<file path="src/rtl/seg_pattern_decoder.sv">
// Seven-segment receive decoder: synchronizes and debounces the segment bus, decodes settled
// patterns to character codes and tracks them against the 14-step name sequence.
module seg_pattern_decoder #(
   parameter int unsigned STABLE_CYCLES = 4
) (
   input  logic       clk,
   input  logic       rst,
   input  logic [7:0] seg_in,
   output logic [3:0] char_code,
   output logic       char_valid,
   output logic       char_unknown,
   output logic [3:0] seq_pos,
   output logic       seq_done,
   output logic       seq_err,
   output logic [7:0] seq_count
);

   localparam logic [7:0] StableCnt = 8'(STABLE_CYCLES);
   localparam logic [3:0] LastStep  = 4'd13;

   typedef enum logic {StHunt, StTrack} state_e;

   function automatic logic [3:0] step_code(input logic [3:0] pos);
      case (pos)
         4'd0:    step_code = 4'd0;
         4'd1:    step_code = 4'd1;
         4'd2:    step_code = 4'd2;
         4'd3:    step_code = 4'd3;
         4'd4:    step_code = 4'd4;
         4'd5:    step_code = 4'd5;
         4'd6:    step_code = 4'd6;
         4'd7:    step_code = 4'd7;
         4'd8:    step_code = 4'd5;
         4'd9:    step_code = 4'd6;
         4'd10:   step_code = 4'd4;
         4'd11:   step_code = 4'd3;
         4'd12:   step_code = 4'd7;
         4'd13:   step_code = 4'd5;
         default: step_code = 4'd15;
      endcase
   endfunction

   logic [7:0] sync1_q, sync1_d, sync2_q, sync2_d;
   logic [7:0] cand_q, cand_d, last_q, last_d;
   logic [7:0] cnt_q, cnt_d;
   state_e     state_q, state_d;
   logic [3:0] pos_q, pos_d, code_q, code_d;
   logic       unk_q, unk_d, valid_q, valid_d, done_q, done_d, err_q, err_d;
   logic [7:0] count_q, count_d;
   logic       accept;
   logic [3:0] dec_code;
   logic       dec_known;

   always_comb begin
      sync1_d = seg_in;
      sync2_d = sync1_q;
      if (sync2_q != cand_q) begin
         cand_d = sync2_q;
         cnt_d  = 8'd1;
      end else begin
         cand_d = cand_q;
         cnt_d  = (cnt_q == 8'hFF) ? cnt_q : cnt_q + 8'd1;
      end
      // Fires on the edge the counter reaches the threshold, so a held pattern is accepted once.
      accept = (cnt_d == StableCnt) && (cand_d != last_q);
   end

   always_comb begin
      dec_known = 1'b1;
      case (cand_d)
         8'h80:   dec_code = 4'd0;
         8'h5B:   dec_code = 4'd1;
         8'h4F:   dec_code = 4'd2;
         8'h15:   dec_code = 4'd3;
         8'h7E:   dec_code = 4'd4;
         8'h0E:   dec_code = 4'd5;
         8'h5F:   dec_code = 4'd6;
         8'h3E:   dec_code = 4'd7;
         default: begin
            dec_code  = 4'd15;
            dec_known = 1'b0;
         end
      endcase
   end

   always_comb begin
      last_d  = last_q;
      code_d  = code_q;
      unk_d   = unk_q;
      valid_d = 1'b0;
      done_d  = 1'b0;
      err_d   = 1'b0;
      state_d = state_q;
      pos_d   = pos_q;
      count_d = count_q;
      if (accept) begin
         last_d = cand_d;
         if (cand_d != 8'h00) begin
            valid_d = 1'b1;
            code_d  = dec_code;
            unk_d   = ~dec_known;
            case (state_q)
               StHunt: begin
                  if (dec_code == 4'd0) begin
                     state_d = StTrack;
                     pos_d   = 4'd1;
                  end
               end
               default: begin
                  if (dec_code == step_code(pos_q)) begin
                     if (pos_q == LastStep) begin
                        done_d  = 1'b1;
                        count_d = (count_q == 8'hFF) ? count_q : count_q + 8'd1;
                        state_d = StHunt;
                        pos_d   = 4'd0;
                     end else begin
                        pos_d = pos_q + 4'd1;
                     end
                  end else begin
                     err_d = 1'b1;
                     // A stray dp is taken as the start of a fresh pass.
                     if (dec_code == 4'd0) begin
                        pos_d = 4'd1;
                     end else begin
                        state_d = StHunt;
                        pos_d   = 4'd0;
                     end
                  end
               end
            endcase
         end
      end
   end

   always_ff @(posedge clk) begin
      if (rst) begin
         sync1_q <= 8'h00;
         sync2_q <= 8'h00;
         cand_q  <= 8'h00;
         last_q  <= 8'h00;
         cnt_q   <= 8'h00;
         state_q <= StHunt;
         pos_q   <= 4'd0;
         code_q  <= 4'd0;
         unk_q   <= 1'b0;
         valid_q <= 1'b0;
         done_q  <= 1'b0;
         err_q   <= 1'b0;
         count_q <= 8'h00;
      end else begin
         sync1_q <= sync1_d;
         sync2_q <= sync2_d;
         cand_q  <= cand_d;
         last_q  <= last_d;
         cnt_q   <= cnt_d;
         state_q <= state_d;
         pos_q   <= pos_d;
         code_q  <= code_d;
         unk_q   <= unk_d;
         valid_q <= valid_d;
         done_q  <= done_d;
         err_q   <= err_d;
         count_q <= count_d;
      end
   end

   assign char_code    = code_q;
   assign char_valid   = valid_q;
   assign char_unknown = unk_q;
   assign seq_pos      = pos_q;
   assign seq_done     = done_q;
   assign seq_err      = err_q;
   assign seq_count    = count_q;

endmodule

</file>
<file path="config.mk">
export PLATFORM = sky130hd
export DESIGN_NAME = seg_pattern_decoder
export DESIGN_NICKNAME = d
export VERILOG_FILES = /design/src/rtl/seg_pattern_decoder.sv
export SDC_FILE = /design/constraint.sdc
export NUM_CORES = 1
export LEC_CHECK = 0
export BUFFER_PORTS_ARGS = -buffer_cell sky130_fd_sc_hd__buf_2
export CORE_MARGIN = 8
export CORE_UTILIZATION = 35
export CTS_CLUSTER_DIAMETER = 50
export DETAILED_ROUTE_END_ITERATION = 16
export GPL_ROUTABILITY_DRIVEN = 0
export HOLD_SLACK_MARGIN = 0.02
export PLACE_DENSITY = 0.57
export SLEW_MARGIN = 20
export SYNTH_ARGS = -nofsm -noshare
export SYNTH_HDL_FRONTEND = slang
export SYNTH_SLANG_ARGS = --single-unit
</file>
<file path="constraint.sdc">
create_clock -name clk -period 3.9 [get_ports clk]
set_input_delay 0.195 -clock clk [delete_from_list [all_inputs] [get_ports clk]]
set_output_delay 0.195 -clock clk [all_outputs]
set_load 0.03 [all_outputs]
</file>
# Word-level counts from Yosys, hierarchy flattened
# Memories as Yosys holds them, arrays and structs flattened. A register that Yosys moved wholly into a read port is not among the register bits.
# Index checks and enable logic that the tools add are counted.
# word_totals
input_bits	10
mem_count	1
register_bits	61
wordCells	71
mem_bits_ro	64
output_inout_bits	20
# classes
mux	22
addsub	3
bitwise_logic	6
n_eq_ne	15
n_reduce_logical	11
# mem_list
memory	depth	width	rd	rd_ports_with_merged_regs	wr	line_no	source
(name not given)	16	4	1	1	0	24	case (pos)
# op_table
cell	count
2-to-1 mux 4 bit	9
equality test 8 x 7 -> 1 bit (second input constant)	4
case mux 4 bit (8 select lines)	1
equality test 8 bit (second input constant)	3
2-to-1 mux 8 bit	3
adder 8 x 1 -> 8 bit (second input constant)	2
inequality test 8 bit	2
2-to-1 mux 1 bit	9
equality test 8 x 3 -> 1 bit (second input constant)	1
equality test 8 x 4 -> 1 bit (second input constant)	1
equality test 8 x 5 -> 1 bit (second input constant)	1
equality test 8 x 6 -> 1 bit (second input constant)	1
nonzero test 8 bit	1
OR reduction 8 bit	1
NOT 1 bit	6
AND reduction 6 bit	1
OR reduction 5 bit	1
adder 4 x 1 -> 4 bit (second input constant)	1
equality test 4 bit	1
equality test 4 bit (second input constant)	1
logical NOT 4 bit	1
OR reduction 4 bit	1
AND reduction 3 bit	1
AND reduction 2 bit	1
other kinds (3)	3

# Logic depth before layout (Yosys ltp)
# depth
ltp_word	11
ltp_mapped	13
ltp_nobuf	13

# Least setup slack after synthesis
# OpenSTA, ideal clock, no wires.
# synth_path
kind	reg2reg
start	register cnt_q[0]
end	register count_q[7] (netlist: seq_count[7])
stages_incl_launch_ff	12
t_required_ns	3.829
slack_ns	0.737
setup_time_ns	0.071
period_less_slack_ns	3.163
n_path_buf	1
arrival_time_ns	3.093
cell_sequence	dfxtp_1 ha_1 nand4_1 nor3_2 o32ai_1 or4_1 buf_2 nor3_4 nand3_2 or4_4 or3_1 a21oi_1
# synth_between
elab_chain_len	6
elab_cells_between_ends	7
classes_between	add/sub: 1; eq/ne: 2; mux: 2; reduce/logical: 2
# synth_rtl
element	line_no	source
start: declaration	45	logic [7:0] cnt_q, cnt_d;
start signal: assignment	155	cnt_q <= cnt_d;
adder 8 x 1 -> 8 bit or equality test 8 bit (tied branches)	62	cnt_d = (cnt_q == 8'hFF) ? cnt_q : cnt_q + 8'd1;
2-to-1 mux 8 bit *	62	
2-to-1 mux 8 bit *	57	if (sync2_q != cand_q) begin
equality test 8 x 3 -> 1 bit *	65	accept = (cnt_d == StableCnt) && (cand_d != last_q);
logical AND 1 bit *	65	
AND reduction 6 bit (no line) *	n/a	
end signal: assignment	163	count_q <= count_d;
end: declaration	49	logic [7:0] count_q, count_d;
# Mark *: on every way between the ends. The rest lies on a longest branch, timed or not.
# A chain may end at the register's enable or synchronous reset.

# Worst setup path after layout
# layout_path
start	register cnt_q[0]
end	register count_q[5] (netlist: seq_count[5])
# The elaborated chain is that of the path after synthesis.

==> summary.txt <==
CP endpoint -> seq_count[5]
post-synthesis mux area share -> 3.64%
Setup Skew -> 12.0 ps
Final Max Tran Viols -> 0
first-pass GRT wire length -> 10600 µm
vias in the first global route -> 2221
Non-Filler Instances -> 483
xor/xnor share of the synthesized area -> 6.55%
CP Class -> reg -> reg
post-placement worst setup slack -> 377 ps
drt wl/cell -> 13.3 µm
Worst Reg-to-Reg Cells -> 10
CTS tree -> done
Die Area -> 12000 µm²
unrepaired setup endpoints after global routing -> false
CP Capture Type -> register
diode count -> 0
site row count -> 34
pin count of the biggest net entering global routing -> 58
post-synthesis simple-gate area fraction -> 29.5%
Final WS setup -> 347 ps
Startpoint Class -> register
die height -> 109 µm
Worst R2R Setup Slack -> 350 ps
slew margin rel. -> 30.4%
CTS Buf Count -> 9
clock slew at reported path FFs -> 80 ps
worst hold-check path type -> in -> reg
Leak -> 1.28 nW
Finished Cell Area -> 3470 µm²
layout cells sized above 1 -> 15.5%
1st-iter DRT viols -> 175
WP data required -> 4160 ps
setup violators final -> 0
Fin Hold WS -> 53.6 ps
Synth Area in Adders -> 2.46%
CTS sink count -> 64
root buffer cell -> clkbuf_8
main combinational cell family by area after synthesis -> simple AND/OR/NAND/NOR gates
drt drc -> 0
Synth Area in Compound Gates -> 11.3%
CP Data Arrival Time -> 3810 ps
Core ar. -> 8590 µm²
Die X -> 109 µm
Yosys reg bits -> 64
DR pass1 iterations -> 4
maximum clock path buffer count -> 2
post-DP HPWL -> 4520 µm
Mapped Avg Cell Area -> 8.73 µm²
register area share after synthesis -> 41.9%
Max Clock Freq -> 281 MHz
Yosys warnings -> 0
Nets -> 386
antenna violations before repair -> 0
worst skew pair latency -> 340 ps
H-tree lvl count -> 3
Gate Count Post-Synth -> 350
ANT nets after route -> 0
Critical Path Start -> cnt_q[0]
r2r endpoint -> seq_count[5]
Final Hold Vio Count -> 0
CP max FO -> 8
PwrDens -> 400 nW/µm²
Initial Utilization -> 35.6%
drt total wl -> 6410 µm
FFs w/ async S/R, synth -> 0%
total congestion overflow -> 0
Max rail drop VDD -> 0.000287 V
Placed Instance Area -> 3240 µm²
drt via density -> 5.08
post-synth net total -> 366
Vias -> 2454
run status -> finished, final reports clean
Slew @ Worst Pin -> 1040 ps
Setup TNS Final -> 0 ps
Synth Cell Area -> 3060 µm²
io pins -> 30
Most used DFF post-synth -> dfxtp_1
Final min period -> 3550 ps
area delta synth->final -> 13.7%
post-synthesis cell type count -> 61
Tcrit/Tclk final -> 91.1%
RR Startpoint -> cnt_q[0]
global-route usage over all layers -> 10.9%
post-CTS setup buffers -> 0
IO buf count -> 29
Placed Instances -> 467
max_cap viols -> 0
Post-synth EDFFs -> 0
## report_power, final
part           internal [mW]  leakage (nW)  switching (mW)
Sequential             0.665         0.520          0.0145
Clock                  0.366         0.110           0.279
Combinational         0.0282         0.651          0.0362
## final cells by class
type	instances	area, µm²
repair buffers	30	153
clock buffers	9	124
multi-input cells	254	1640
inverters	11	41.3
clock inverters	7	103
flip-flops and latches	64	1280
fillers	882	5120
well taps	108	135
## metal layers
metal / global-route usage, % / part of all wire [%] / up-vias
met4: 3.66 / 1.0 / 0
met2: 16.1 / 43 / 56
met1: 14.6 / 52 / 1126
met3: 3.63 / 4.3 / 9
met5: 0 / 0 / -
li1: - / - / 1263
## per-stage QoR
stage / util (%) / power (mW)
floorplan: - / 0.743
global placement: 37.7 / 0.757
detailed placement: 37.7 / 0.758
CTS: 40.4 / 1.41
global route: 40.4 / 1.45
finish: 40.4 / 1.39
## kinds of logic after synthesis
logic type | count (synthesis)
adder cells (fa/ha/maj) | 6
buffers and inverters | 32
XOR/XNOR | 22
AND/OR/NAND/NOR | 165
multiplexers | 11
AO/OA/AOI/OAI | 50
flip-flops | 64
## critical path, cell delays in order (launching register included)
cell and delay [ps]:
dfxtp_1 410, ha_1 300, nand4_1 210, nor3_2 270, o32ai_1 120, or4_1 600, nor3_4 340, nand3_2 180
or4_4 570, or3_1 330, a21oi_1 140
## worst min path at each step
stage	from	endpoint	cells after the start
5_1_grt	seg_in[1]	sync1_q[1]	2
3_3_place_gp	seg_in[6]	sync1_q[6]	2
3_5_place_dp	seg_in[7]	sync1_q[7]	2
6_report	seg_in[1]	sync1_q[1]	2
4_1_cts	seg_in[1]	sync1_q[1]	2
2_1_floorplan	seg_in[0]	sync1_q[0]	1
## Yosys cell counts (all sizes together), types with 2 or more instances
library cell | count | area, µm²
clkbuf | 9 | 33.8
o41ai | 2 | 17.5
nand3b | 2 | 15.0
o211a | 2 | 20.0
a31oi | 6 | 37.5
a31o | 2 | 17.5
or3 | 8 | 50.1
and3 | 4 | 25.0
nand2b | 4 | 25.0
or4 | 4 | 33.8
nor3b | 3 | 22.5
and2 | 3 | 18.8
inv | 11 | 41.3
mux2i | 10 | 100
buf | 12 | 68.8
nor3 | 16 | 101
nor2 | 43 | 164
a21oi | 16 | 80.1
o21a | 2 | 15.0
nand4b | 2 | 17.5
o21ai | 4 | 20.0
nor2b | 26 | 163
and4 | 2 | 17.5
ha | 6 | 75.1
xnor2 | 20 | 183
xor2 | 2 | 17.5
dfxtp | 64 | 1280
a311oi | 2 | 17.5
nor4 | 3 | 18.8
nand2 | 23 | 86.3
nand4 | 7 | 43.8
nand3 | 10 | 55.1
## state kept, by name, indices dropped and copies added (netlist names), named ones only
| register | flops |
|---|---|
| seq_done | 1 |
| sync1_q | 8 |
| last_q | 8 |
| state_q | 1 |
| cand_q | 8 |
| seq_count | 8 |
| sync2_q | 8 |
| char_valid | 1 |
| seq_pos | 4 |
| seq_err | 1 |
| cnt_q | 8 |
| char_code | 4 |
## cells in the final DEF (no fill, tap or decap), types with 4 or more instances in the layout
cell type,Yosys,layout
inv_1,11,11
nor2b_1,26,26
dfxtp_1,64,64
xnor2_1,19,19
a31oi_1,6,6
nand2b_1,4,4
a21oi_1,16,16
o21ai_0,4,4
ha_1,6,6
mux2i_1,10,10
nand4_1,7,7
clkbuf_8,0,9
nor3_1,13,13
or3_1,8,8
and3_1,4,4
nand2_1,23,23
buf_2,10,29
nor2_1,42,42
nand3_1,9,9
## repair_timing
item	4_1_cts	5_1_grt
hold buffers	0	0
resized for setup	0	1
setup endpoints to repair	0	1
No activity file was read; power rests on OpenSTA's default activity.
